--- config.mk ---
export PLATFORM = sky130hd
export DESIGN_NAME = rf_port_sequencer_flat
export DESIGN_NICKNAME = d
export VERILOG_FILES = /design/src/rtl/sparc_rf_pkg.sv /design/src/rtl/rf_port_sequencer_if.sv /design/src/rtl/rf_rr_arbiter.sv /design/src/rtl/rf_port_sequencer.sv /design/src/flat_wrapper.sv
export SDC_FILE = /design/constraint.sdc
export NUM_CORES = 1
export LEC_CHECK = 0
export ABC_AREA = 1
export CAP_MARGIN = 20
export CORE_MARGIN = 5
export CORE_UTILIZATION = 38
export DETAILED_ROUTE_END_ITERATION = 8
export GPL_ROUTABILITY_DRIVEN = 0
export PLACE_DENSITY = 0.84
export SETUP_SLACK_MARGIN = 0.4
export SLEW_MARGIN = 20
export SYNTH_ARGS = -nofsm -noshare
export SYNTH_HDL_FRONTEND = slang
export SYNTH_HIERARCHICAL = 1
export SYNTH_SLANG_ARGS = --single-unit
--- constraint.sdc ---
create_clock -name clk -period 4.2 [get_ports clk]
set_clock_uncertainty 0.05 [all_clocks]
set_input_delay 0.84 -clock clk [delete_from_list [all_inputs] [get_ports clk]]
set_output_delay 0.84 -clock clk [all_outputs]
set_load 0.02 [all_outputs]
--- src/rtl/sparc_rf_pkg.sv ---
// sparc_rf_pkg: shared widths, %g0 address and state/grant encodings for the register-file sequencer
package sparc_rf_pkg;
  localparam int DATA_W = 32;
  localparam int ADDR_W = 5;
  localparam logic [ADDR_W-1:0] G0_ADDR = '0;
  typedef enum logic [1:0] {IDLE, RD_A, RD_B, RESP} state_e;
  typedef enum logic {GRANT_RD, GRANT_WB} grant_e;
endpackage

--- src/rtl/rf_port_sequencer_if.sv ---
// rf_port_sequencer_if: requester handshakes plus the single-port register-file bus
interface rf_port_sequencer_if;
  import sparc_rf_pkg::*;
  logic              rd_valid;
  logic              rd_ready;
  logic [ADDR_W-1:0] rd_rs1;
  logic [ADDR_W-1:0] rd_rs2;
  logic              op_valid;
  logic              op_ready;
  logic [DATA_W-1:0] op_a;
  logic [DATA_W-1:0] op_b;
  logic              wb_valid;
  logic              wb_ready;
  logic [ADDR_W-1:0] wb_rd;
  logic [DATA_W-1:0] wb_data;
  logic              rf_reg_write;
  logic [ADDR_W-1:0] rf_reg_adress;
  logic [DATA_W-1:0] rf_data_write;
  logic [DATA_W-1:0] rf_data_read;
  modport slave (
    input  rd_valid, rd_rs1, rd_rs2, op_ready, wb_valid, wb_rd, wb_data, rf_data_read,
    output rd_ready, op_valid, op_a, op_b, wb_ready, rf_reg_write, rf_reg_adress, rf_data_write
  );
  modport master (
    output rd_valid, rd_rs1, rd_rs2, op_ready, wb_valid, wb_rd, wb_data, rf_data_read,
    input  rd_ready, op_valid, op_a, op_b, wb_ready, rf_reg_write, rf_reg_adress, rf_data_write
  );
endinterface

--- src/rtl/rf_rr_arbiter.sv ---
// rf_rr_arbiter: two-requester round-robin, the side that did not win last time wins a tie
module rf_rr_arbiter
  import sparc_rf_pkg::*;
(
  input  logic clk,
  input  logic rst,
  input  logic rd_req,
  input  logic wb_req,
  output logic gnt_rd,
  output logic gnt_wb
);
  grant_e last_grant;
  assign gnt_rd = rd_req && (!wb_req || last_grant == GRANT_WB);
  assign gnt_wb = wb_req && !gnt_rd;
  always_ff @(posedge clk or posedge rst)
    if (rst) last_grant <= GRANT_WB;
    else if (gnt_rd) last_grant <= GRANT_RD;
    else if (gnt_wb) last_grant <= GRANT_WB;
endmodule

--- src/rtl/rf_port_sequencer.sv ---
// rf_port_sequencer: shares a single-port SPARC register file between operand reads and writebacks
module rf_port_sequencer
  import sparc_rf_pkg::*;
(
  input logic               clk,
  input logic               rst,
  rf_port_sequencer_if.slave bus
);
  state_e            state, state_nx;
  logic [ADDR_W-1:0] rs1_q, rs2_q;
  logic              gnt_rd, gnt_wb;
  // reads only start from IDLE; writebacks may also slip in while operands wait in RESP
  rf_rr_arbiter u_arb (
    .clk    (clk),
    .rst    (rst),
    .rd_req (!rst && bus.rd_valid && state == IDLE),
    .wb_req (!rst && bus.wb_valid && (state == IDLE || state == RESP)),
    .gnt_rd (gnt_rd),
    .gnt_wb (gnt_wb)
  );
  always_comb begin
    bus.rd_ready      = gnt_rd;
    bus.wb_ready      = gnt_wb;
    bus.rf_reg_write  = gnt_wb && bus.wb_rd != G0_ADDR;
    bus.rf_data_write = gnt_wb ? bus.wb_data : '0;
    bus.rf_reg_adress = gnt_wb ? bus.wb_rd : gnt_rd ? bus.rd_rs1 : state == RD_A ? rs2_q : G0_ADDR;
    state_nx          = state == IDLE ? (gnt_rd ? RD_A : IDLE) :
                        state == RD_A ? RD_B :
                        state == RD_B ? RESP :
                        bus.op_ready  ? IDLE : RESP;
  end
  always_ff @(posedge clk or posedge rst)
    if (rst) begin
      state        <= IDLE;
      rs1_q        <= '0;
      rs2_q        <= '0;
      bus.op_valid <= 1'b0;
      bus.op_a     <= '0;
      bus.op_b     <= '0;
    end else begin
      state <= state_nx;
      if (gnt_rd) begin
        rs1_q <= bus.rd_rs1;
        rs2_q <= bus.rd_rs2;
      end
      if (state == RD_A) bus.op_a <= rs1_q == G0_ADDR ? '0 : bus.rf_data_read;
      if (state == RD_B) begin
        bus.op_b     <= rs2_q == G0_ADDR ? '0 : bus.rf_data_read;
        bus.op_valid <= 1'b1;
      end
      if (state == RESP && bus.op_ready) bus.op_valid <= 1'b0;
    end
endmodule
--- src/flat_wrapper.sv ---
// flat-port wrapper written by rule: the top's interface ports become plain ports
module rf_port_sequencer_flat import sparc_rf_pkg::*;
  (clk, rst, bus_rd_valid, bus_rd_rs1, bus_rd_rs2, bus_op_ready, bus_wb_valid, bus_wb_rd, bus_wb_data, bus_rf_data_read, bus_rd_ready, bus_op_valid, bus_op_a, bus_op_b, bus_wb_ready, bus_rf_reg_write, bus_rf_reg_adress, bus_rf_data_write);
  rf_port_sequencer_if bus_i ();
  input logic clk;
  input logic rst;
  input wire logic [$bits(bus_i.rd_valid)-1:0] bus_rd_valid;
  input wire logic [$bits(bus_i.rd_rs1)-1:0] bus_rd_rs1;
  input wire logic [$bits(bus_i.rd_rs2)-1:0] bus_rd_rs2;
  input wire logic [$bits(bus_i.op_ready)-1:0] bus_op_ready;
  input wire logic [$bits(bus_i.wb_valid)-1:0] bus_wb_valid;
  input wire logic [$bits(bus_i.wb_rd)-1:0] bus_wb_rd;
  input wire logic [$bits(bus_i.wb_data)-1:0] bus_wb_data;
  input wire logic [$bits(bus_i.rf_data_read)-1:0] bus_rf_data_read;
  output wire logic [$bits(bus_i.rd_ready)-1:0] bus_rd_ready;
  output wire logic [$bits(bus_i.op_valid)-1:0] bus_op_valid;
  output wire logic [$bits(bus_i.op_a)-1:0] bus_op_a;
  output wire logic [$bits(bus_i.op_b)-1:0] bus_op_b;
  output wire logic [$bits(bus_i.wb_ready)-1:0] bus_wb_ready;
  output wire logic [$bits(bus_i.rf_reg_write)-1:0] bus_rf_reg_write;
  output wire logic [$bits(bus_i.rf_reg_adress)-1:0] bus_rf_reg_adress;
  output wire logic [$bits(bus_i.rf_data_write)-1:0] bus_rf_data_write;
  assign bus_i.rd_valid = bus_rd_valid;
  assign bus_i.rd_rs1 = bus_rd_rs1;
  assign bus_i.rd_rs2 = bus_rd_rs2;
  assign bus_i.op_ready = bus_op_ready;
  assign bus_i.wb_valid = bus_wb_valid;
  assign bus_i.wb_rd = bus_wb_rd;
  assign bus_i.wb_data = bus_wb_data;
  assign bus_i.rf_data_read = bus_rf_data_read;
  assign bus_rd_ready = bus_i.rd_ready;
  assign bus_op_valid = bus_i.op_valid;
  assign bus_op_a = bus_i.op_a;
  assign bus_op_b = bus_i.op_b;
  assign bus_wb_ready = bus_i.wb_ready;
  assign bus_rf_reg_write = bus_i.rf_reg_write;
  assign bus_rf_reg_adress = bus_i.rf_reg_adress;
  assign bus_rf_data_write = bus_i.rf_data_write;
  rf_port_sequencer u_core (.clk(clk), .rst(rst), .bus(bus_i));
endmodule
==> results by group, run 1 <==
Outcome
  – Status: finished clean

Timing
  – Tmin final: 3.79 ns
  – Final Max Tran Viols: 0
  – Final Hold Fails: 0
  – Slew headroom: 33.8%
  – Slew of the pin with the lowest slew margin: 0.993 ns
  – Max Fclk: 0.264 GHz
  – Period utilization: 90.3%
  – # setup viols final: 0
  – RSZ-0062 raised after global routing: yes
  – Worst hold margin: 0.426 ns
  – Setup TNS: 0 ns
  – Worst setup margin: 0.406 ns

Placed design
  – Post-DP Area: 6030 µm²
  – Placed insts: 881
  – Hpwl dp: 8440 µm
  – PortBufs: 188
  – Dpl ws: 0.156 ns

Global routing
  – Met3 Usage GRT: 5.08%
  – First-pass GRT wire length: 19300 µm
  – Most used routing layer: met2
  – Vias in the first global route: 4037
  – Global route total overflow: 0
  – Met2 global-route usage: 33.0%
  – Gr usage total: 19.0%
  – Antenna violations before repair: 0
  – Met1 usage: 22.5%
  – Largest net degree at the start of global routing: 78

Clocking
  – Post-CTS Hold Buffers: 0
  – Clock root buffer: clkbuf_8
  – CTS tree: yes
  – Clk Latency, worst-skew pair: 0.34 ns
  – Clk buf depth: 2
  – Reg clk slew, reported paths: 0.06 ns
  – CTS HTree Levels: 3
  – CTS Sinks: 78
  – CTS buffer count: 9

Pwr
  – Total Power: 4.35 mW
  – Static leakage: 4.05 nW
  – Pwr Density: 686 nW/µm²
  – VDD IR-drop max: 309 µV

Synth
  – Sequential area share after synthesis: 48.2%
  – Yosys warning total: 6
  – Share of the synthesized area in the top cell type: 47.5%
  – Mapped Area: 4060 µm²
  – Register bit count reported by yosys: 78
  – Syn Nets: 667
  – Post-synth top flop: dfrtp_1
  – Synth async-reset ratio: 100%
  – Cells after synthesis: 579
  – Distinct cells, synth: 21
  – Post-synth EDFFs: 0
  – Largest area contributor in the netlist: dfrtp_1
  – Largest cells by area after synthesis: dfrtp_1, nand2_1, inv_1
  – Synth Area per Inst: 7.00 µm²

Worst hold path
  – Hold crit path type: reg -> reg

Floorplan
  – Core ar.: 10400 µm²
  – Die Y: 113 µm
  – Initial Utilization: 39.1%
  – Site Rows: 37
  – Die W: 113 µm
  – Num ports: 189
  – Die ar.: 12800 µm²

Detailed routing
  – Pre-antenna DRT Iters: 4
  – Drt via density: 4.40
  – Wire length per cell: 13.3 µm
  – Via count: 3953
  – Remaining antenna violation count: 0
  – Drt total wl: 11900 µm
  – Initial DRC count: 311
  – DRC viols: 0

Critical path
  – Worst EP required: 3.31 ns
  – Cell with the most instances on the worst path: clkdlybuf4s50_1
  – CP max stage cell: clkdlybuf4s50_1
  – Critical Path Max Stage Delay: 0.62 ns
  – Worst Setup Start Kind: primary input
  – Buf/Inv on CP: 4
  – Critical setup path kind: in -> out
  – R2R setup slack: 1.88 ns
  – CP max FO: 40
  – WP data arrival: 2.90 ns
  – Crit path cell chain: clkdlybuf4s50_1 > clkinvlp_4 > nand2_2 > nor2_4 > a21boi_4 > buf_12 > a21oi_1 > a21oi_2 > clkdlybuf4s50_1
  – Cell family with most CP delay: buffers and inverters
  – Setup crit end kind: primary output

Cells and area
  – Commonest cells after routing, fill and taps aside: nand2_1, clkdlybuf4s50_1, inv_1
  – Most common cell after layout, fill and taps aside: nand2_1
  – Layout cells sized above 1: 6.95%
  – NumNets Final: 848
  – Antenna Cells: 0
  – Design area: 6340 µm²
  – Layout area overhead: 56.2%
  – Layout Cells excl Fill: 899
  – Layout fillers: 918
  – Finished Core Util: 61.1%

Flow run
  – Max Cap Viol: 0
kinds of logic after synthesis:
group / after synthesis / share of synthesized area, %
AND/OR/NAND/NOR: 344 / 32.5
buffers and inverters: 135 / 15.7
adder cells (fa/ha/maj): 4 / 1.23
AO/OA/AOI/OAI: 18 / 2.34
flip-flops: 78 / 48.2
sequential cells by signal, summed over array words and instances, names as in the netlist:
name,count
u_core/bus.op_a,32
u_core/bus.op_b,32
u_core/rs1_q,5
u_core/rs2_q,5
u_core/state,2
u_core/bus.op_valid,1
u_core/u_arb/last_grant,1
what timing repair did:
item / CTS / global route
setup endpoints to repair: 5 / 29
gates resized for setup: 2 / 29
buffers inserted: 3 / 0
routing by layer:
layer | vias to the layer above | wire, µm
li1 | 2003 | -
met1 | 1754 | 4880
met5 | - | 0
met3 | 12 | 1120
met4 | 0 | 195
met2 | 184 | 5730
cell usage after synthesis, drive strengths merged (2+ instances only):
master / count
nand2: 322
inv: 104
dfrtp: 77
buf: 27
nor2: 14
a21oi: 11
nand3: 7
o21ai: 5
clkinv: 4
ha: 4
a21boi: 2
area by class of cell:
type | count | area [µm²] | area share [%]
timing repair buffer | 197 | 2050 | 32.3
sequential | 78 | 1950 | 30.8
multi-input combinational | 366 | 1560 | 24.6
inverter | 108 | 414 | 6.54
tap | 136 | 170 | 2.69
clock buffer | 13 | 159 | 2.51
clock inverter | 1 | 30.0 | 0.474
final timing paths:
check,from,to,depth (start not counted)
worst max register to register,u_core/state[1],u_core/bus.op_a[31],7
worst min register to register,u_core/bus.op_b[16],u_core/bus.op_b[16],2
worst max-delay path,rst,bus_rf_reg_adress[1],9
worst min-delay path,u_core/bus.op_b[16],u_core/bus.op_b[16],2
min in group asynchronous,rst,u_core/u_arb/last_grant,2
max in group asynchronous,rst,u_core/bus.op_a[17],3
power by group:
group          leakage (nW)  switching, mW  internal, mW  total, mW
Combinational          2.99           1.43          1.05       2.47
Sequential            0.970          0.210          1.11       1.32
Clock                0.0956          0.253         0.302      0.555
Total                  4.05           1.89          2.46       4.35
worst reg2reg max path, cell delays in order, from the launching register on:
cell and delay, ns:
dfrtp_1 0.43, inv_1 0.10, ha_2 0.37, buf_4 0.39
clkinv_1 0.41, buf_16 0.30, nand2_1 0.09, nand2_1 0.06
No activity file was read; power rests on OpenSTA's default activity.
==> run 2, diff against run 1 <==
PLACE_DENSITY = default   (was 0.84)
PLACE_DENSITY_LB_ADDON = 0.12   (was default)
==> results by group, run 2 (synthesis results as in run 1) <==
Critical path
  – CP max FO: 7
  – Critical setup path kind: in -> out
  – Cell family with most CP delay: buffers and inverters
  – Crit path cell chain: clkdlybuf4s50_1 > clkinvlp_4 > nand2_2 > nor2_4 > a21boi_4 > buf_4 > buf_4 > clkdlybuf4s50_1
  – Worst Setup Start Kind: primary input
  – CP max stage cell: clkdlybuf4s50_1
  – Worst EP required: 3.31 ns
  – R2R setup slack: 1.52 ns
  – Setup crit end kind: primary output
  – Buf/Inv on CP: 5
  – Critical Path Max Stage Delay: 0.61 ns
  – WP data arrival: 2.86 ns

Cells and area
  – Layout fillers: 938
  – Largest registers: u_core/bus.op_a: 32 flops, u_core/bus.op_b: 32 flops
  – Reg area: 1950 µm²
  – Design area: 6390 µm²
  – NumNets Final: 853
  – Multi-input gate area: 1560 µm²
  – Commonest cells after routing, fill and taps aside: nand2_1, clkdlybuf4s50_1, inv_1
  – Layout cells sized above 1: 7.92%
  – Most common cell after layout, fill and taps aside: nand2_1
  – Antenna Cells: 0
  – Finished Core Util: 61.6%
  – Layout area overhead: 57.5%

Clocking
  – Reg clk slew, reported paths: 0.07 ns
  – Post-CTS Hold Buffers: 0
  – CTS tree: yes
  – Clock root buffer: clkbuf_8
  – Clk Latency, worst-skew pair: 0.35 ns
  – CTS HTree Levels: 3
  – CTS buffer count: 9
  – Clk buf depth: 2
  – CTS Sinks: 78

Detailed routing
  – Drt total wl: 11800 µm
  – Wire length per cell: 13.1 µm
  – Via count: 4001
  – Drt via density: 4.42
  – Initial DRC count: 202
  – Pre-antenna DRT Iters: 4
  – DRC viols: 0
  – Remaining antenna violation count: 0

Floorplan
  – Die ar.: 12800 µm²
  – Initial Utilization: 39.1%
  – Num ports: 189
  – Die W: 113 µm
  – Site Rows: 37
  – Die Y: 113 µm
  – Core ar.: 10400 µm²

Global routing
  – Global route total overflow: 0
  – Vias in the first global route: 4011
  – Gr usage total: 19.2%
  – Largest net degree at the start of global routing: 78
  – First-pass GRT wire length: 19600 µm
  – Antenna violations before repair: 0

Timing
  – Setup TNS: 0 ns
  – RSZ-0062 raised after global routing: yes
  – Tmin final: 3.75 ns
  – Slew of the pin with the lowest slew margin: 1.01 ns
  – Final Hold Fails: 0
  – Max Fclk: 0.267 GHz
  – Slew headroom: 32.1%
  – # setup viols final: 0
  – Period utilization: 89.3%
  – Final Max Tran Viols: 0
  – Worst hold margin: 0.431 ns

Worst hold path
  – Hold crit path type: reg -> reg

Outcome
  – Status: finished clean

Placed design
  – PortBufs: 188
  – Hpwl dp: 8540 µm
  – Post-DP Area: 6010 µm²

Pwr
  – Pwr Density: 691 nW/µm²
  – Static leakage: 4.02 nW
  – VDD IR-drop max: 305 µV

Flow run
  – Max Cap Viol: 0
-- run 2: path summary, 6_finish.rpt --
check,start,to,cells past startpoint
max in group asynchronous,rst,u_core/bus.op_a[21],3
setup / recovery,rst,bus_rd_ready,8
hold reg to reg,u_core/rs1_q[1],u_core/rs1_q[1],2
min in group asynchronous,rst,u_core/u_arb/last_grant,2
hold / removal,u_core/rs1_q[1],u_core/rs1_q[1],2
setup reg to reg,u_core/state[1],u_core/state[0],6
-- run 2: where the power goes --
part | internal, mW | switching, mW
Sequential | 1.11 | 0.215
Combinational | 1.05 | 1.41
Clock | 0.352 | 0.276
Total | 2.51 | 1.90
-- run 2: metrics by stage --
stage / total power, mW / cells / worst slack, ns
CTS: 4.47 / 901 / 0.426
floorplan: 2.82 / 579 / 0.295
global placement: 3.77 / 881 / 0.289
finish: 4.41 / 906 / 0.449
detailed placement: 3.80 / 881 / 0.216
global route: 4.76 / 906 / 0.380
-- run 2: cell type report --
cell class	count	area share, %
timing repair buffer	202	32.3
clock buffer	11	2.21
tap	136	2.66
sequential	78	30.6
multi-input combinational	366	24.4
inverter	108	6.49
clock inverter	5	1.27
-- run 2: per-layer routing --
metal | track usage, % | part of all wire, % | up-vias
met5 | 0 | 0 | -
met4 | 6.49 | 1.5 | 0
met3 | 7.22 | 11 | 12
met2 | 32.6 | 48 | 159
met1 | 22.3 | 40 | 1816
li1 | - | - | 2014
-- run 2: worst min-delay path, cell delays in order, from the launching register on --
cell and delay [ns]:
dfrtp_1 0.34, nand2_1 0.06, nand2_1 0.05
-- run 2: repair_timing --
action	CTS	global route
setup endpoints to repair	38	37
pin swaps	0	1
setup buffers	4	5
resized for setup	3	26
endpoints found under the hold margin	0	0
